## src/rtl/dsa_interp_ctrl.sv

```systemverilog
// Sequencing controller for the bilinear interpolation datapath.
// Walks the destination image in raster order, derives Q8.8 source coordinates,
// fetches the four neighbours, runs the datapath and writes the result back.
// Optional datapath watchdog and sticky error port: define DSA_CTRL_TIMEOUT_EN.
module dsa_interp_ctrl #(
  parameter int unsigned ADDR_W = 16,
  parameter int unsigned DIM_W  = 16
) (
  input  logic              clk,
  input  logic              rst,
  input  logic              start,
  input  logic [DIM_W-1:0]  src_w,
  input  logic [DIM_W-1:0]  src_h,
  input  logic [DIM_W-1:0]  dst_w,
  input  logic [DIM_W-1:0]  dst_h,
  input  logic [15:0]       step_x,
  input  logic [15:0]       step_y,
  input  logic [ADDR_W-1:0] src_base,
  input  logic [ADDR_W-1:0] dst_base,
  output logic              rd_en,
  output logic [ADDR_W-1:0] rd_addr,
  input  logic [7:0]        rd_data,
  output logic              wr_en,
  output logic [ADDR_W-1:0] wr_addr,
  output logic [7:0]        wr_data,
  output logic              dp_start,
  output logic [7:0]        p00,
  output logic [7:0]        p01,
  output logic [7:0]        p10,
  output logic [7:0]        p11,
  output logic [15:0]       a,
  output logic [15:0]       b,
  input  logic [7:0]        dp_pixel,
  input  logic              dp_done,
  output logic              busy,
`ifdef DSA_CTRL_TIMEOUT_EN
  output logic              error,
`endif
  output logic              done
);

  typedef enum logic [2:0] {
    StIdle, StCoord, StFetch, StStartDp, StWaitDp, StWrite, StNext, StFinish
  } state_e;

  state_e              state_q, state_d;
  logic [DIM_W-1:0]    src_w_q, src_w_d, src_h_q, src_h_d;
  logic [DIM_W-1:0]    dst_w_q, dst_w_d, dst_h_q, dst_h_d;
  logic [15:0]         step_x_q, step_x_d, step_y_q, step_y_d;
  logic [ADDR_W-1:0]   src_base_q, src_base_d, dst_base_q, dst_base_d;
  logic [DIM_W-1:0]    dx_q, dx_d, dy_q, dy_d;
  logic [15:0]         x_acc_q, x_acc_d, y_acc_q, y_acc_d;
  logic [DIM_W-1:0]    x0_q, x0_d, x1_q, x1_d, y0_q, y0_d, y1_q, y1_d;
  logic [15:0]         a_q, a_d, b_q, b_d;
  logic [2:0]          k_q, k_d;
  logic [7:0]          p_q [4];
  logic [7:0]          p_d [4];
  logic [7:0]          pix_q, pix_d;
`ifdef DSA_CTRL_TIMEOUT_EN
  logic [7:0]          wd_q, wd_d;
  logic                error_q, error_d;
`endif

  // Clamped neighbour coordinates and memory addresses
  logic [DIM_W-1:0]  sw_m1, sh_m1, dw_m1, dh_m1;
  logic [DIM_W-1:0]  x_int, y_int, x0_n, x1_n, y0_n, y1_n, fx, fy;
  logic [ADDR_W-1:0] rd_addr_calc, wr_addr_calc;
  logic [1:0]        k_idx;

  assign sw_m1  = src_w_q - DIM_W'(1);
  assign sh_m1  = src_h_q - DIM_W'(1);
  assign dw_m1  = dst_w_q - DIM_W'(1);
  assign dh_m1  = dst_h_q - DIM_W'(1);
  assign x_int  = {{(DIM_W-8){1'b0}}, x_acc_q[15:8]};
  assign y_int  = {{(DIM_W-8){1'b0}}, y_acc_q[15:8]};
  assign x0_n   = (x_int > sw_m1) ? sw_m1 : x_int;
  assign x1_n   = (x0_n < sw_m1) ? x0_n + DIM_W'(1) : sw_m1;
  assign y0_n   = (y_int > sh_m1) ? sh_m1 : y_int;
  assign y1_n   = (y0_n < sh_m1) ? y0_n + DIM_W'(1) : sh_m1;
  // k=0..3 walks (x0,y0),(x1,y0),(x0,y1),(x1,y1)
  assign fx     = k_q[0] ? x1_q : x0_q;
  assign fy     = k_q[1] ? y1_q : y0_q;
  assign rd_addr_calc = src_base_q + ADDR_W'(fy) * ADDR_W'(src_w_q) + ADDR_W'(fx);
  assign wr_addr_calc = dst_base_q + ADDR_W'(dy_q) * ADDR_W'(dst_w_q) + ADDR_W'(dx_q);
  // Read data arriving on k=1..4 belongs to the read issued one cycle earlier
  assign k_idx  = k_q[1:0] - 2'd1;

  assign p00  = p_q[0];
  assign p01  = p_q[1];
  assign p10  = p_q[2];
  assign p11  = p_q[3];
  assign a    = a_q;
  assign b    = b_q;
  assign busy = (state_q != StIdle);
`ifdef DSA_CTRL_TIMEOUT_EN
  assign error = error_q;
`endif

  // Next-state, datapath register updates and strobes
  always_comb begin
    state_d    = state_q;
    src_w_d    = src_w_q;
    src_h_d    = src_h_q;
    dst_w_d    = dst_w_q;
    dst_h_d    = dst_h_q;
    step_x_d   = step_x_q;
    step_y_d   = step_y_q;
    src_base_d = src_base_q;
    dst_base_d = dst_base_q;
    dx_d       = dx_q;
    dy_d       = dy_q;
    x_acc_d    = x_acc_q;
    y_acc_d    = y_acc_q;
    x0_d       = x0_q;
    x1_d       = x1_q;
    y0_d       = y0_q;
    y1_d       = y1_q;
    a_d        = a_q;
    b_d        = b_q;
    k_d        = k_q;
    p_d        = p_q;
    pix_d      = pix_q;
`ifdef DSA_CTRL_TIMEOUT_EN
    wd_d       = wd_q;
    error_d    = error_q;
`endif
    rd_en      = 1'b0;
    rd_addr    = '0;
    wr_en      = 1'b0;
    wr_addr    = '0;
    wr_data    = '0;
    dp_start   = 1'b0;
    done       = 1'b0;

    unique case (state_q)
      StIdle: begin
        if (start) begin
          src_w_d    = src_w;
          src_h_d    = src_h;
          dst_w_d    = dst_w;
          dst_h_d    = dst_h;
          step_x_d   = step_x;
          step_y_d   = step_y;
          src_base_d = src_base;
          dst_base_d = dst_base;
          dx_d       = '0;
          dy_d       = '0;
          x_acc_d    = '0;
          y_acc_d    = '0;
`ifdef DSA_CTRL_TIMEOUT_EN
          error_d    = 1'b0;
`endif
          state_d = (dst_w == '0 || dst_h == '0) ? StFinish : StCoord;
        end
      end
      StCoord: begin
        x0_d    = x0_n;
        x1_d    = x1_n;
        y0_d    = y0_n;
        y1_d    = y1_n;
        a_d     = {8'h00, x_acc_q[7:0]};
        b_d     = {8'h00, y_acc_q[7:0]};
        k_d     = '0;
        state_d = StFetch;
      end
      StFetch: begin
        if (k_q != 3'd4) begin
          rd_en   = 1'b1;
          rd_addr = rd_addr_calc;
        end
        if (k_q != 3'd0) p_d[k_idx] = rd_data;
        if (k_q == 3'd4) begin
          k_d     = '0;
          state_d = StStartDp;
        end else begin
          k_d = k_q + 3'd1;
        end
      end
      StStartDp: begin
        dp_start = 1'b1;
`ifdef DSA_CTRL_TIMEOUT_EN
        wd_d     = '0;
`endif
        state_d  = StWaitDp;
      end
      StWaitDp: begin
        if (dp_done) begin
          pix_d   = dp_pixel;
          state_d = StWrite;
        end
`ifdef DSA_CTRL_TIMEOUT_EN
        // 256th cycle without completion: abandon the frame without writing
        else if (wd_q == 8'hFF) begin
          error_d = 1'b1;
          state_d = StFinish;
        end else begin
          wd_d = wd_q + 8'd1;
        end
`endif
      end
      StWrite: begin
        wr_en   = 1'b1;
        wr_addr = wr_addr_calc;
        wr_data = pix_q;
        state_d = StNext;
      end
      StNext: begin
        if (dx_q < dw_m1) begin
          dx_d    = dx_q + DIM_W'(1);
          x_acc_d = x_acc_q + step_x_q;
        end else begin
          dx_d    = '0;
          x_acc_d = '0;
          dy_d    = dy_q + DIM_W'(1);
          y_acc_d = y_acc_q + step_y_q;
        end
        state_d = (dx_q == dw_m1 && dy_q == dh_m1) ? StFinish : StCoord;
      end
      StFinish: begin
        done    = 1'b1;
        state_d = StIdle;
      end
      default: state_d = StIdle;
    endcase
  end

  // State and datapath registers
  always_ff @(posedge clk or posedge rst) begin
    if (rst) begin
      state_q    <= StIdle;
      src_w_q    <= '0;
      src_h_q    <= '0;
      dst_w_q    <= '0;
      dst_h_q    <= '0;
      step_x_q   <= '0;
      step_y_q   <= '0;
      src_base_q <= '0;
      dst_base_q <= '0;
      dx_q       <= '0;
      dy_q       <= '0;
      x_acc_q    <= '0;
      y_acc_q    <= '0;
      x0_q       <= '0;
      x1_q       <= '0;
      y0_q       <= '0;
      y1_q       <= '0;
      a_q        <= '0;
      b_q        <= '0;
      k_q        <= '0;
      p_q        <= '{default: '0};
      pix_q      <= '0;
`ifdef DSA_CTRL_TIMEOUT_EN
      wd_q       <= '0;
      error_q    <= 1'b0;
`endif
    end else begin
      state_q    <= state_d;
      src_w_q    <= src_w_d;
      src_h_q    <= src_h_d;
      dst_w_q    <= dst_w_d;
      dst_h_q    <= dst_h_d;
      step_x_q   <= step_x_d;
      step_y_q   <= step_y_d;
      src_base_q <= src_base_d;
      dst_base_q <= dst_base_d;
      dx_q       <= dx_d;
      dy_q       <= dy_d;
      x_acc_q    <= x_acc_d;
      y_acc_q    <= y_acc_d;
      x0_q       <= x0_d;
      x1_q       <= x1_d;
      y0_q       <= y0_d;
      y1_q       <= y1_d;
      a_q        <= a_d;
      b_q        <= b_d;
      k_q        <= k_d;
      p_q        <= p_d;
      pix_q      <= pix_d;
`ifdef DSA_CTRL_TIMEOUT_EN
      wd_q       <= wd_d;
      error_q    <= error_d;
`endif
    end
  end

endmodule
```

## config.mk

```make
export PLATFORM = sky130hd
export DESIGN_NAME = dsa_interp_ctrl
export DESIGN_NICKNAME = d
export VERILOG_FILES = /design/src/rtl/dsa_interp_ctrl.sv
export SDC_FILE = /design/constraint.sdc
export NUM_CORES = 2
export LEC_CHECK = 0
export CORE_MARGIN = 3
export CORE_UTILIZATION = 55
export CTS_BUF_LIST = sky130_fd_sc_hd__clkbuf_16
export DETAILED_ROUTE_END_ITERATION = 8
export PLACE_DENSITY = 0.87
export SLEW_MARGIN = 20
export SYNTH_ARGS = -nofsm -noshare
export SYNTH_HDL_FRONTEND = slang
export SYNTH_SLANG_ARGS = --single-unit
```

## constraint.sdc

```tcl
create_clock -name clk -period 15.7 [get_ports clk]
set_input_delay 1.57 -clock clk [delete_from_list [all_inputs] [get_ports clk]]
set_output_delay 1.57 -clock clk [all_outputs]
set_load 0.1 [all_outputs]
```

==> After elaboration in Yosys (flattened, before gate mapping) <==
Cells that the tools add are included.
{ "word_totals": {"register_bits": 318, "input_bits": 148, "out_inout_bits": 109, "wordCells": 117} }
{ "classes": {"n_addsub": 16, "mul": 2, "order_cmp": 7, "n_eq_ne": 15, "muxes": 35, "bitwise": 1, "reduce_logical": 16} }
{ "ops": {"columns": ["cell", "count"], "rows": [
  ["$mux W16", 14],
  ["$pmux W16 S2", 4],
  ["$add A16 B16 Y16", 6],
  ["$add A16 B1 Y16 const B", 4],
  ["$sub A16 B1 Y16 const B", 4],
  ["$lt A16 B16 Y1", 3],
  ["$bwmux W32", 1],
  ["$eq A16 B16 Y1", 2],
  ["$gt A8 B16 Y1", 2],
  ["$logic_not A16 Y1", 2],
  ["$mul A16 B16 Y16", 2],
  ["$pmux W3 S8", 1],
  ["$mux W3", 6],
  ["$demux W8 S2", 1],
  ["$mux W8", 2],
  ["$eq A3 B3 Y1 const B", 5],
  ["$ne A2 B2 Y1 const B", 4],
  ["$reduce_and A2 Y1", 4],
  ["$eq A3 B2 Y1 const B", 2],
  ["$pmux W3 S2", 1],
  ["$reduce_and A3 Y1", 2],
  ["$reduce_bool A3 Y1", 2],
  ["$mux W1", 5],
  ["$reduce_bool A2 Y1", 2],
  ["other kinds (10)", 11]
]} }

==> Longest topological paths before layout <==
{ "depth": {"depth_word": 7, "mapped_depth": 25, "mapped_depth_nobuf": 22} }

==> Least setup slack after synthesis <==
OpenSTA, ideal clock, no wires.
{ "synth_path": {"path_type": "register to output", "from": "reg k_q[1]", "to": "out rd_addr[10]", "arrival_time_ns": 7.083, "required_time_ns": 14.130, "setup_slack_ns": 7.047, "path_stages_with_launch": 20, "path_buffers": 3, "path_cell_list": "dfrtp_1 -> buf_2 -> buf_2 -> mux2_2 -> clkbuf_1 -> and2_1 -> fa_1 -> inv_1 -> fa_1 -> inv_1 -> ha_1 -> fa_1 -> fa_1 -> inv_1 -> fa_1 -> inv_1 -> ha_1 -> a2111o_1 -> and3_1 -> nor3_1"} }
{ "synth_between": {"elab_chain_cells": 6, "elab_cells_between_ends": 7, "cone_classes": "add/sub (2); mul (1); eq/ne (1); mux (3)"} }
{ "synth_rtl": {"columns": ["item", "line_no", "rtl"], "rows": [
  ["from (decl)", "55", "logic [2:0] k_q, k_d;"],
  ["from (signal assigned)", "276", "k_q <= k_d;"],
  ["$mux W16", "82", "assign fy = k_q[1] ? y1_q : y0_q;"],
  ["$mul A16 B16 Y16", "83", "assign rd_addr_calc = src_base_q + ADDR_W'(fy) * ADDR_W'(src_w_q) + ADDR_W'(fx);"],
  ["$add A16 B16 Y16 (2 in a row)", "83", null],
  ["$mux W16 *", "167", "if (k_q != 3'd4) begin"],
  ["$mux W16 *", "135", "unique case (state_q)"],
  ["to (decl)", "21", "output logic [ADDR_W-1:0] rd_addr,"]
]} }
Mark *: on every way between the ends. The rest lies on a longest branch, timed or not.

==> Worst setup path in the final report <==
{ "layout_path": {"from": "reg k_q[1]", "to": "out rd_addr[15]"} }
The elaborated chain is that of the path after synthesis.

==> reports/results.txt <==
Combinational Power Share: 65.7%
Starting Density: 56.3%
FP Rows: 80
Synth cell types: 82
endpoints failing setup: 0
layout cell share with drive strength beyond 1: 8.45%
Power Internal: 3.27 mW
clk buf depth: 3
Routed Antenna Nets: 0
Power per Cell Area: 223 nW/um^2
vias post-DR: 20800
complex-gate fraction of the synthesized area: 8.25%
largest cells by area after synthesis: dfrtp_1, fa_1, ha_1
DR DRC count: 0
pin count of the biggest net entering global routing: 180
Fin. Hold Viols: 0
Die Area: 52100 um^2
global route total overflow: 0
P_sw: 3.66 mW
crit-path max cell delay: 1150 ps
first-pass GRT wire length: 113000 um
CTS sink count: 318
f_max: 0.105 GHz
# placed instances: 3636
total wire length: 69400 um
Clk pwr share: 11.7%
Leak: 14.5 nW
most common cell in the synthesized netlist: inv_1
CP Data Required Time: 14130 ps
final worst slack: 6210 ps
CP endpoint kind: output port
Tot Pwr: 6.94 mW
Clock Latency Late Sink: 580 ps
num ports: 257
pre-CTS setup slack: 6810 ps
Fill cells: 3755
post-cts sizing count: 0
mapped cell area: 27200 um^2
htree depth: 2
switching share of power: 52.8%
Slew Viols, Final: 0
Non-Filler Instances: 3701
PortBufs: 240
fin crit share: 60.5%
initial antenna violation count: 8
ys async rst share: 100%
Flop pwr share: 22.6%
CTS Buf Count: 37
worst clock skew: 15.1 ps
Slew HR: 25.3%
maximum VDD drop: 0.000179 V
CTS tree: yes
multiplexer share of the synthesized area: 8.03%
FF+latch count, synth: 318
Layout Nets: 3576
largest family of logic cells by synthesized area: adder cells
Gate Count Post-Synth: 2856
Routed WL per cell: 18.8 um
Post-CTS Setup Bufs: 0
die width: 228 um
Critical Path AT: 7920 ps
syn avg cell area: 9.52 um^2
number of global-route vias before repair: 21600
Die Y: 228 um
Post-synth top cells: inv_1, nand2_1, dfrtp_1
ys flop type: dfrtp_1
setup TNS: 0 ps
dpl hpwl: 51900 um
Buffers & Inverters on Critical Path: 4
First-pass DRT Iterations: 6
CP Cell Sequence: mux2_2, and2_1, fa_1, inv_1, fa_1, fa_1, inv_1, fa_1, inv_1, fa_1, fa_1, xor2_1, xnor2_1, xnor2_1, xnor2_1, xnor2_1, xnor3_1, xnor2_1, nor2_1, clkdlybuf4s50_1
most used cell, CP: fa_1
Synth Area in XOR/XNOR: 5.98%
Hold-fix buffers, CTS: 0
Worst-Margin Slew: 1120 ps
Setup CP Type: flip-flop to output port
GPL Wtd Cong: 0.927
RSZ-0062 raised after global routing: no
Simple-Gate Fraction of Synth Area: 16.0%
cell family with most CP delay: adder cells
minimum clock period: 9490 ps
top-area cell type share of the netlist area: 29.3%
number of enable flip-flop cells after synthesis: 0
Area Overhead vs Synth: 14.4%
cell taking the most area after synthesis: dfrtp_1
post-DR vias/cell: 5.63
Root Buffer: clkbuf_16
number of max-cap violations: 0
outcome: complete, no violations
1st-iter DRT viols: 1388
crit path launch type: flip-flop
worst hold-check path type: flip-flop to flip-flop
CP max stage cell: clkdlybuf4s50_1
Core ar.: 48200 um^2
CTS clock-pin slew for the worst setup and hold paths: 60 ps
adder-cell share of the synthesized area: 24.8%
critical path fanouts, max: 21
sequential fraction of the synthesis area: 29.3%
GR Util All Layers: 26.9%
Warnings, synthesis: 0
==> path summary, 6_finish.rpt <==
kind / end / slack [ps] / startpoint / cells after the start
worst min-delay path: x0_q[7]$_DFFE_PP0P_ / 480 / x0_q[7]$_DFFE_PP0P_ / 2
min in group asynchronous: dst_base_q[5]$_DFFE_PP0P_ / 1400 / rst / 2
worst max register to register: x1_q[7]$_DFFE_PP0P_ / 9100 / src_w_q[2]$_DFFE_PP0P_ / 18
max in group asynchronous: dst_h_q[2]$_DFFE_PP0P_ / 12440 / rst / 4
worst min register to register: x0_q[7]$_DFFE_PP0P_ / 480 / x0_q[7]$_DFFE_PP0P_ / 2
worst max-delay path: rd_addr[15] / 6210 / k_q[1]$_DFFE_PP0P_ / 20
==> cell usage in the layout, fill, tap and decap left out, types with 10 or more instances in the layout <==
cell type          n
a21oi_1           55
conb_1            16
and3_1            31
nand2_1          350
fa_1             218
a31oi_1           10
buf_4             12
o21bai_1          11
nor2_1           105
inv_1            395
nand2b_1          10
nor2b_1           11
dfrtp_1          318
clkdlybuf4s50_1  240
o21ai_0          123
a21o_1            25
nor3_1            41
clkbuf_16         37
nor4_1            28
mux2_2           164
xnor2_1          116
and2_1           190
o31ai_1           13
xor2_1            67
ha_1             190
mux2i_1           32
a22o_1            18
nand4_1           20
nand3_1           34
a211oi_1          13
==> routing by layer <==
| metal | routed length, um | vias up | track usage, % | part of all wire (%) |
|---|---|---|---|---|
| li1 | - | 9598 | - | - |
| met1 | 28900 | 10200 | 35.9 | 42 |
| met2 | 31600 | 878 | 42.8 | 45 |
| met3 | 5850 | 198 | 5.80 | 8.4 |
| met4 | 2990 | 10 | 11.3 | 4.3 |
| met5 | 69 | - | 0 | 0.099 |
==> power by group through the flow <==
| stage | Combinational, mW | Clock (mW) | Sequential, mW |
|---|---|---|---|
| CTS | 4.55 | 0.827 | 1.55 |
| detailed placement | 4.51 | 0 | 1.56 |
| global route | 5.06 | 0.859 | 1.61 |
| global placement | 4.36 | 0 | 1.55 |
| finish | 4.56 | 0.812 | 1.57 |
| floorplan | 3.21 | 0 | 1.75 |
==> worst register-to-register path: stages, from the launching register on <==
cell and delay, ps:
dfrtp_1 730, nor4_1 790, nand2b_1 140, xor2_1 570, ha_1 350, and3_1 210
and4_1 220, o21bai_1 210, nor2_2 800, mux2_2 450, ha_1 320, o211a_1 220
o31ai_1 80, o2111ai_1 210, nor3_1 380, or3_1 330, a21boi_1 240, o2bb2a_4 160
o21ai_2 40
==> cell families after synthesis <==
group / Yosys count
compound gates: 343
xor+xnor: 184
fa+ha+maj: 408
buf+inv: 532
flops: 318
mux: 197
other cells: 1
simple gates: 873
==> stage by stage <==
step | instance area (um^2) | hold slack (ps) | util [%]
2_1_floorplan | 27200 | 438 | -
3_3_place_gp | 30000 | 461 | 62.1
3_5_place_dp | 30000 | 462 | 62.1
4_1_cts | 31100 | 480 | 64.4
5_1_grt | 31100 | 492 | 64.5
6_report | 31100 | 481 | 64.5
==> registers in the layout (all words and copies together), names as in the netlist, 16 cells and up <==
register / count
x_acc_q: 16
dst_h_q: 16
step_x_q: 16
src_w_q: 16
dx_q: 16
x0_q: 16
x1_q: 16
src_base_q: 16
dst_w_q: 16
y_acc_q: 16
step_y_q: 16
src_h_q: 16
dy_q: 16
y0_q: 16
dst_base_q: 16
y1_q: 16
==> final cells by class <==
| type | instances | area [um^2] | area share, % |
|---|---|---|---|
| Sequential cell | 318 | 7960 | 25.6 |
| Multi-Input combinational cell | 2021 | 17200 | 55.3 |
| Inverter | 388 | 1460 | 4.71 |
| Tap cell | 656 | 821 | 2.64 |
| Timing Repair Buffer | 254 | 2540 | 8.17 |
| Clock inverter | 24 | 191 | 0.615 |
| Clock buffer | 37 | 926 | 2.98 |
| Antenna cell | 3 | 7.51 | 0.0241 |
(Power assumes the default switching activity.)
